$ cat src/rtl/pcu_pkg.sv
// Shared types and constants for the pipeline trap controller.
// Build macro PCU_MRET_EN adds the RETURN state used by mret.
package pcu_pkg;

  typedef enum logic [2:0] {
    RUN,
    SET_MTVAL,
    SET_MEPC,
    SET_MCAUSE,
    JUMP
`ifdef PCU_MRET_EN
    ,
    RETURN
`endif
  } state_t;

  typedef enum logic [3:0] {
    No_Error        = 4'd0,
    Is_Breakpoint   = 4'd1,
    Is_Div_Zero     = 4'd2,
    Is_Mem_Error    = 4'd3,
    Is_Decode_Error = 4'd4
  } cause_t;

  localparam logic [11:0] CSR_MTVEC  = 12'h305;
  localparam logic [11:0] CSR_MEPC   = 12'h341;
  localparam logic [11:0] CSR_MCAUSE = 12'h342;
  localparam logic [11:0] CSR_MTVAL  = 12'h343;

endpackage

$ cat src/rtl/pcu_csr_file.sv
// Machine trap CSRs (mtvec, mepc, mcause, mtval) with hardware/software
// write arbitration and a combinational read port.
import pcu_pkg::*;

module pcu_csr_file #(
  parameter int               XLEN      = 32,
  parameter logic [XLEN-1:0]  MTVEC_RST = 32'h0000_1000
) (
  input  logic             clk,
  input  logic             rstn,
  input  logic             hw_mtval_we,
  input  logic             hw_mepc_we,
  input  logic             hw_mcause_we,
  input  logic [XLEN-1:0]  hw_mtval,
  input  logic [XLEN-1:0]  hw_mepc,
  input  logic [XLEN-1:0]  hw_mcause,
  input  logic             csr_we,
  input  logic [11:0]      csr_addr,
  input  logic [XLEN-1:0]  csr_wdata,
  output logic [XLEN-1:0]  csr_rdata,
  output logic [XLEN-1:0]  mtvec,
  output logic [XLEN-1:0]  mepc
);

  logic [XLEN-1:0] mcause_q;
  logic [XLEN-1:0] mtval_q;

  // Trap-sequence writes take precedence over a software write to the same CSR.
  always_ff @(posedge clk or negedge rstn) begin
    if (!rstn) begin
      mtvec    <= MTVEC_RST;
      mepc     <= '0;
      mcause_q <= '0;
      mtval_q  <= '0;
    end else begin
      if (csr_we && csr_addr == CSR_MTVEC)
        mtvec <= {csr_wdata[XLEN-1:2], 2'b00};

      if (hw_mepc_we)
        mepc <= hw_mepc;
      else if (csr_we && csr_addr == CSR_MEPC)
        mepc <= csr_wdata;

      if (hw_mcause_we)
        mcause_q <= hw_mcause;
      else if (csr_we && csr_addr == CSR_MCAUSE)
        mcause_q <= csr_wdata;

      if (hw_mtval_we)
        mtval_q <= hw_mtval;
      else if (csr_we && csr_addr == CSR_MTVAL)
        mtval_q <= csr_wdata;
    end
  end

  always_comb begin
    csr_rdata = '0;
    case (csr_addr)
      CSR_MTVEC:  csr_rdata = mtvec;
      CSR_MEPC:   csr_rdata = mepc;
      CSR_MCAUSE: csr_rdata = mcause_q;
      CSR_MTVAL:  csr_rdata = mtval_q;
      default:    csr_rdata = '0;
    endcase
  end

endmodule

$ cat src/rtl/pipe_trap_ctrl.sv
// Pipeline stall/flush control plus the trap entry sequence.
// Define PCU_MRET_EN to enable mret handling through the RETURN state.
import pcu_pkg::*;

module pipe_trap_ctrl #(
  parameter int               XLEN      = 32,
  parameter int               NREG      = 4,
  parameter logic [XLEN-1:0]  MTVEC_RST = 32'h0000_1000
) (
  input  logic             clk,
  input  logic             rstn,
  input  logic             stall_req,
  input  logic             redirect,
  input  logic [3:0]       error,
  input  logic [XLEN-1:0]  error_pc,
  input  logic [XLEN-1:0]  error_info,
  input  logic             mret,
  input  logic             csr_we,
  input  logic [11:0]      csr_addr,
  input  logic [XLEN-1:0]  csr_wdata,
  output logic [XLEN-1:0]  csr_rdata,
  output logic [NREG-1:0]  stage_wen,
  output logic [NREG-1:0]  stage_clear,
  output logic             pc_wen,
  output logic             pc_load,
  output logic [XLEN-1:0]  pc_target,
  output logic             trap_busy
);

  state_t          state;
  logic [3:0]      cause_q;
  logic [XLEN-1:0] epc_q;
  logic [XLEN-1:0] info_q;
  logic [XLEN-1:0] mtvec;
  logic [XLEN-1:0] mepc;
  logic            trap_req;
  logic            mret_go;

  assign trap_req = (error != 4'(No_Error));

`ifdef PCU_MRET_EN
  assign mret_go = mret;
`else
  logic unused_mret;
  assign mret_go     = 1'b0;
  assign unused_mret = mret ^ (^mepc);
`endif

  pcu_csr_file #(
    .XLEN      (XLEN),
    .MTVEC_RST (MTVEC_RST)
  ) u_csr (
    .clk          (clk),
    .rstn         (rstn),
    .hw_mtval_we  (state == SET_MTVAL),
    .hw_mepc_we   (state == SET_MEPC),
    .hw_mcause_we (state == SET_MCAUSE),
    .hw_mtval     (info_q),
    .hw_mepc      (epc_q),
    .hw_mcause    ({{(XLEN-4){1'b0}}, cause_q}),
    .csr_we       (csr_we),
    .csr_addr     (csr_addr),
    .csr_wdata    (csr_wdata),
    .csr_rdata    (csr_rdata),
    .mtvec        (mtvec),
    .mepc         (mepc)
  );

  // Requests arriving outside RUN are dropped, never queued.
  always_ff @(posedge clk or negedge rstn) begin
    if (!rstn) begin
      state   <= RUN;
      cause_q <= '0;
      epc_q   <= '0;
      info_q  <= '0;
    end else begin
      case (state)
        RUN: begin
          if (trap_req) begin
            cause_q <= error;
            epc_q   <= error_pc;
            info_q  <= error_info;
            state   <= SET_MTVAL;
          end else if (mret_go) begin
`ifdef PCU_MRET_EN
            state <= RETURN;
`endif
          end
        end
        SET_MTVAL:  state <= SET_MEPC;
        SET_MEPC:   state <= SET_MCAUSE;
        SET_MCAUSE: state <= JUMP;
        default:    state <= RUN;
      endcase
    end
  end

  // Outputs fall back to free-running pipeline values whenever reset is held.
  always_comb begin
    stage_wen   = '1;
    stage_clear = '0;
    pc_wen      = 1'b1;
    pc_load     = 1'b0;
    pc_target   = mtvec;
    trap_busy   = 1'b0;
    if (rstn) begin
      trap_busy = (state != RUN);
      case (state)
        RUN: begin
          if (trap_req || mret_go) begin
            stage_clear = '1;
            pc_wen      = 1'b0;
          end else if (redirect) begin
            stage_clear[1:0] = 2'b11;
          end else if (stall_req) begin
            pc_wen         = 1'b0;
            stage_wen[0]   = 1'b0;
            stage_clear[1] = 1'b1;
          end
        end
        JUMP: begin
          stage_clear = '1;
          pc_load     = 1'b1;
        end
`ifdef PCU_MRET_EN
        RETURN: begin
          stage_clear = '1;
          pc_load     = 1'b1;
          pc_target   = mepc;
        end
`endif
        default: begin
          stage_clear = '1;
          pc_wen      = 1'b0;
        end
      endcase
    end
  end

endmodule

$ cat config.mk
export PLATFORM = sky130hd
export DESIGN_NAME = pipe_trap_ctrl
export DESIGN_NICKNAME = d
export VERILOG_FILES = /design/src/rtl/pcu_pkg.sv /design/src/rtl/pcu_csr_file.sv /design/src/rtl/pipe_trap_ctrl.sv
export SDC_FILE = /design/constraint.sdc
export NUM_CORES = 1
export LEC_CHECK = 0
export ABC_AREA = 0
export CELL_PAD_IN_SITES_DETAIL_PLACEMENT = 1
export CELL_PAD_IN_SITES_GLOBAL_PLACEMENT = 1
export CORE_UTILIZATION = 40
export CTS_BUF_LIST = sky130_fd_sc_hd__clkbuf_8
export DETAILED_ROUTE_END_ITERATION = 8
export GPL_TIMING_DRIVEN = 0
export PLACE_DENSITY_LB_ADDON = 0.2
export SLEW_MARGIN = 20
export SYNTH_ARGS = -nofsm -noshare
export SYNTH_HDL_FRONTEND = slang
export SYNTH_HIERARCHICAL = 1
export SYNTH_SLANG_ARGS = --single-unit
export TNS_END_PERCENT = 10
$ cat constraint.sdc
create_clock -name clk -period 2.2 [get_ports clk]
set_clock_uncertainty 0.1 [all_clocks]
set_input_delay 0.33 -clock clk [delete_from_list [all_inputs] [get_ports clk]]
set_output_delay 0.33 -clock clk [all_outputs]
set_load 0.01 [all_outputs]
After elaboration in Yosys (flattened, before gate mapping)
Index checks and enable logic that the tools add are counted.
W data, S select, Z words.
{"block": "totals", "out_inout_bits": 75, "register_bits": 197}
{"block": "classes", "mux": 27, "n_reduce_logical": 11, "eq_ne": 9}
{"cell": "$mux W32", "n": 6}
{"cell": "$pmux W32 S4", "n": 1}
{"cell": "$eq A12 B10 Y1 const B", "n": 4}
{"cell": "$mux W1", "n": 13}
{"cell": "$pmux W3 S4", "n": 1}
{"cell": "$mux W4", "n": 2}
{"cell": "$eq A3 B2 Y1 const B", "n": 2}
{"cell": "$reduce_bool A2 Y1", "n": 3}
{"cell": "$logic_and A1 B1 Y1", "n": 4}
{"cell": "$mux W2", "n": 2}
{"cell": "$reduce_bool A4 Y1", "n": 1}
{"cell": "$eq A3 B1 Y1 const B", "n": 1}
{"cell": "$eq A3 B3 Y1 const B", "n": 1}
{"cell": "$logic_not A3 Y1", "n": 1}
{"cell": "$mux W3", "n": 1}
{"cell": "$reduce_bool A3 Y1", "n": 1}
{"cell": "$ne A2 B2 Y1 const B", "n": 1}
{"cell": "$pmux W1 S2", "n": 1}
{"cell": "$reduce_and A2 Y1", "n": 1}

Logic depth before layout (Yosys ltp)
{"block": "logic_depth", "ltp_word": 5, "ltp_mapped": 6, "ltp_nobuf": 4}

Hierarchy
The synthesis kept the hierarchy.
{"module": "pcu_csr_file", "instances": 1, "area_per_inst_um2": 6643.9, "cells_per_inst": 565}
{"module": "pipe_trap_ctrl", "instances": 1, "area_per_inst_um2": 3118.0, "cells_per_inst": 177}

Worst setup path after synthesis
No wires, ideal clock.
{"block": "synth_timing", "path_kind": "input port to output port", "start": "in csr_addr[6]", "end": "out csr_rdata[10]", "slack_ps": 219, "t_required_ps": 1770, "path_stages": 5, "arrival_time_ps": 1551, "path_buffers": 2, "path_cell_list": "nor2b_1 -> clkbuf_1 -> clkbuf_1 -> a22oi_1 -> o22ai_1"}
{"block": "synth_via", "elab_chain_cells": 2, "elab_cells_between_ends": 5, "classes_between": "4 x eq/ne; 1 x mux"}
{"item": "from (decl)", "line_no": "pipe_trap_ctrl.sv:19", "text": "input logic [11:0] csr_addr,"}
{"item": "$eq A12 B10 Y1", "line_no": "pcu_csr_file.sv:58", "text": "case (csr_addr)"}
{"item": "$pmux W32 S4 (*)", "line_no": "pcu_csr_file.sv:58"}
{"item": "to (decl)", "line_no": "pipe_trap_ctrl.sv:21", "text": "output logic [XLEN-1:0] csr_rdata,"}
Mark *: on every way between the ends. The rest lies on a longest branch, timed or not.

Worst setup path in the final report
{"block": "layout_timing", "start": "in csr_addr[11]", "end": "out csr_rdata[12]"}
Same word-level chain as after synthesis.

==> impl_metrics.json <==
{
  "status": "complete, but fails checks",
  "violations": "negative setup slack",
  "power_per_cell_area_nw_per_um2": 1090,
  "endpoint_kind": "primary output",
  "regToRegStartpoint": "state[2]",
  "overflow": 0,
  "irDropWorstVdd_mv": 0.595,
  "fp.dieH_um": 158,
  "port_buffers": 186,
  "die_w_um": 158,
  "clk_pin_slew_ns": 0.11,
  "cp.depth": 9,
  "crit_start": "csr_addr[11]",
  "final-setup-viol-count": 47,
  "slew_viol_final": 0,
  "grt.total_usage": 0.258,
  "worst-r2r-setup-slack_ns": 0,
  "startpoint_type": "input pin",
  "worst_path_most_repeated_cell": "buf_6",
  "yosysTopAreaCell": "dfrtp_1",
  "synth-warning-count": 6,
  "grt_use_met3": 0.0391,
  "post-route-drc-count": 0,
  "antenna_found_initial": 1,
  "synth_enable_flop_cells": 0,
  "drive_above_1_share": 0.414,
  "vias": 7192,
  "finalPower_w": 0.0146,
  "synthCells": 742,
  "grt_pass1_wl_mm": 47.1,
  "critPathTopFamily": "buffers and inverters",
  "grt_setup_unrepaired": "yes",
  "hold_path.class": "input pin to flip-flop",
  "viasPerCell": 5.34,
  "grtUsageMet1": 0.348,
  "cts_tree": "built",
  "grt_start_max_net_pins": 94,
  "min_from": "error[1]",
  "crit_required_ns": 1.77,
  "final_common_cell": "dfrtp_1",
  "critPathMaxFanout": 5,
  "grt_busiest_layer": "met2",
  "area_delta_synth_final_pct": 37.6,
  "synthFlopType": "dfrtp_1",
  "path_cells": "buf_6 -> nor4bb_4 -> buf_4 -> buf_6 -> and4_4 -> clkbuf_16 -> nand2_2 -> o21ai_2 -> buf_2",
  "cts-root-buf": "clkbuf_8",
  "setup_tns_ns": -2.65,
  "ios": 193,
  "clk-insertion-delay-late_ns": 0.47,
  "critical_path.max_stage_delay_ns": 0.33,
  "grt_pass1_vias": 7842,
  "synth_top_area_share": 0.502,
  "dp_slack_ns": -1.81,
  "seq_area_frac_synth": 0.505,
  "final_cell_mix": "dfrtp_1, clkdlybuf4s50_1, mux2_2",
  "h-tree-depth": 4,
  "design.die.area_um2": 25000,
  "holdPathEnd": "cause_q[1]",
  "power.leakage_nw": 6.03,
  "reg2reg_to": "epc_q[26]",
  "grtUsageMet2": 0.429,
  "hpwl_mm": 20.3,
  "min_period_over_period": 1.05,
  "fin_area_um2": 13400,
  "max_slew_margin": 0.418,
  "nNetsFinal": 1133,
  "cts_made_buffers": 17,
  "place_area_um2": 12200,
  "clockBufferDepth": 2,
  "whs_ns": 0.131,
  "gp_congestion": 0.824,
  "clock_sinks": 197,
  "synth_seq_cells": 197,
  "synth_cell_types": 45,
  "avgSynthCellArea_um2": 13.2,
  "tightestPinTransition_ns": 0.872,
  "final.setup.worst_slack_ns": -0.115,
  "holdPathStages": 2,
  "slowest_stage": "and4_4",
  "critPathBufInv": 5,
  "drt-initial-drc-count": 375,
  "row_count": 56,
  "postRouteAntennaNets": 0,
  "maxCapViolations": 0,
  "hold_violations": 0,
  "coreArea_um2": 23700,
  "reg2regPathDepth": 5,
  "synth_area_leaders": "dfrtp_1, mux2_2, mux2_4, mux2_1, mux2i_1",
  "max_freq_mhz": 432,
  "start_util": 0.412,
  "synthArstFlopShare": 1.00,
  "wl_per_cell_um": 23.0,
  "cp.arrival_ns": 1.89,
  "drtPass1Iterations": 4,
  "critPathKind": "input pin to primary output",
  "post-route-min-period_ns": 2.32,
  "wl_mm": 31.0,
  "n_antenna_cell": 0,
  "synth_area_um2": 9760
}
metal layers:
| metal | part of all wire | routed length, um |
|---|---|---|
| met3 | 0.042 | 1310 |
| met1 | 0.45 | 13800 |
| met5 | 0.00042 | 13 |
| met2 | 0.49 | 15300 |
| met4 | 0.016 | 501 |
flip-flops by register name, summed over array words and instances, names as in the netlist:
| name | count |
|---|---|
| epc_q | 32 |
| info_q | 32 |
| u_csr/mcause_q | 32 |
| u_csr/mepc | 32 |
| u_csr/mtval_q | 32 |
| u_csr/mtvec | 30 |
| cause_q | 4 |
| state | 3 |
timing repair:
action,CTS,global route
hold buffers,2,0
hold endpoints to repair,86,0
gates resized for setup,343,46
buffers inserted,27,4
setup endpoints to repair,142,143
pin swaps,24,12
gates cloned,3,0
worst max-delay path by stage:
stage | to | slack (ns)
final | csr_rdata[12] | -0.12
after floorplan | csr_rdata[10] | 0.22
after global placement | epc_q[12] | -8.02
after CTS | stage_wen[0] | -0.11
after global routing | csr_rdata[12] | -0.16
after detailed placement | csr_rdata[18] | -1.81
where the power goes:
part | switching, W | internal, W | leakage, nW
sequential | 0.000986 | 0.00524 | 2.35
clock | 0.00144 | 0.000931 | 0.195
combinational | 0.00244 | 0.00357 | 3.48
cell type report:
class	count	area, um2
Clock buffer	17	234
Tap cell	319	399
Buffer	58	589
Multi-Input combinational cell	517	4990
Fill cell	2455	10200
Clock inverter	15	150
Sequential cell	197	4930
Timing Repair Buffer	223	2130
Inverter	1	3.75
logic make-up (layout without fill, tap and decap cells):
family          after synthesis  count (layout)  share of synthesized area
mux                         252             252                      0.310
flops                       197             197                      0.505
compound gates              134             134                     0.0919
simple gates                 97              98                     0.0550
buf+inv                      59             314                     0.0370
other cells                   3              33                    0.00115
Yosys cell counts (all sizes together), types with 2 or more instances:
master / n
nor2b: 3
clkbuf: 34
and3b: 3
nor3: 3
mux2: 221
buf: 24
o22ai: 10
and2: 5
nor4bb: 2
mux2i: 31
a22oi: 40
nor2: 37
nand2: 26
a22o: 24
a21oi: 32
nor4b: 2
nand4: 5
nand3: 4
dfrtp: 196
conb: 3
o21ai: 21
a222oi: 2
worst reg2reg max path, delay by kind of cell, from the launching register on:
kind,cells,cell delay [ns]
buffers and inverters,2,0.38
multiplexers,1,0.32
flip-flops,1,0.47
AND/OR/NAND/NOR,2,0.81
stage by stage:
stage / util / instances
global route: 0.567 / 1347
finish: 0.567 / 1347
global placement: 0.512 / 1277
floorplan: - / 772
detailed placement: 0.515 / 1279
CTS: 0.560 / 1343
Power figures use the tool's default switching activity.
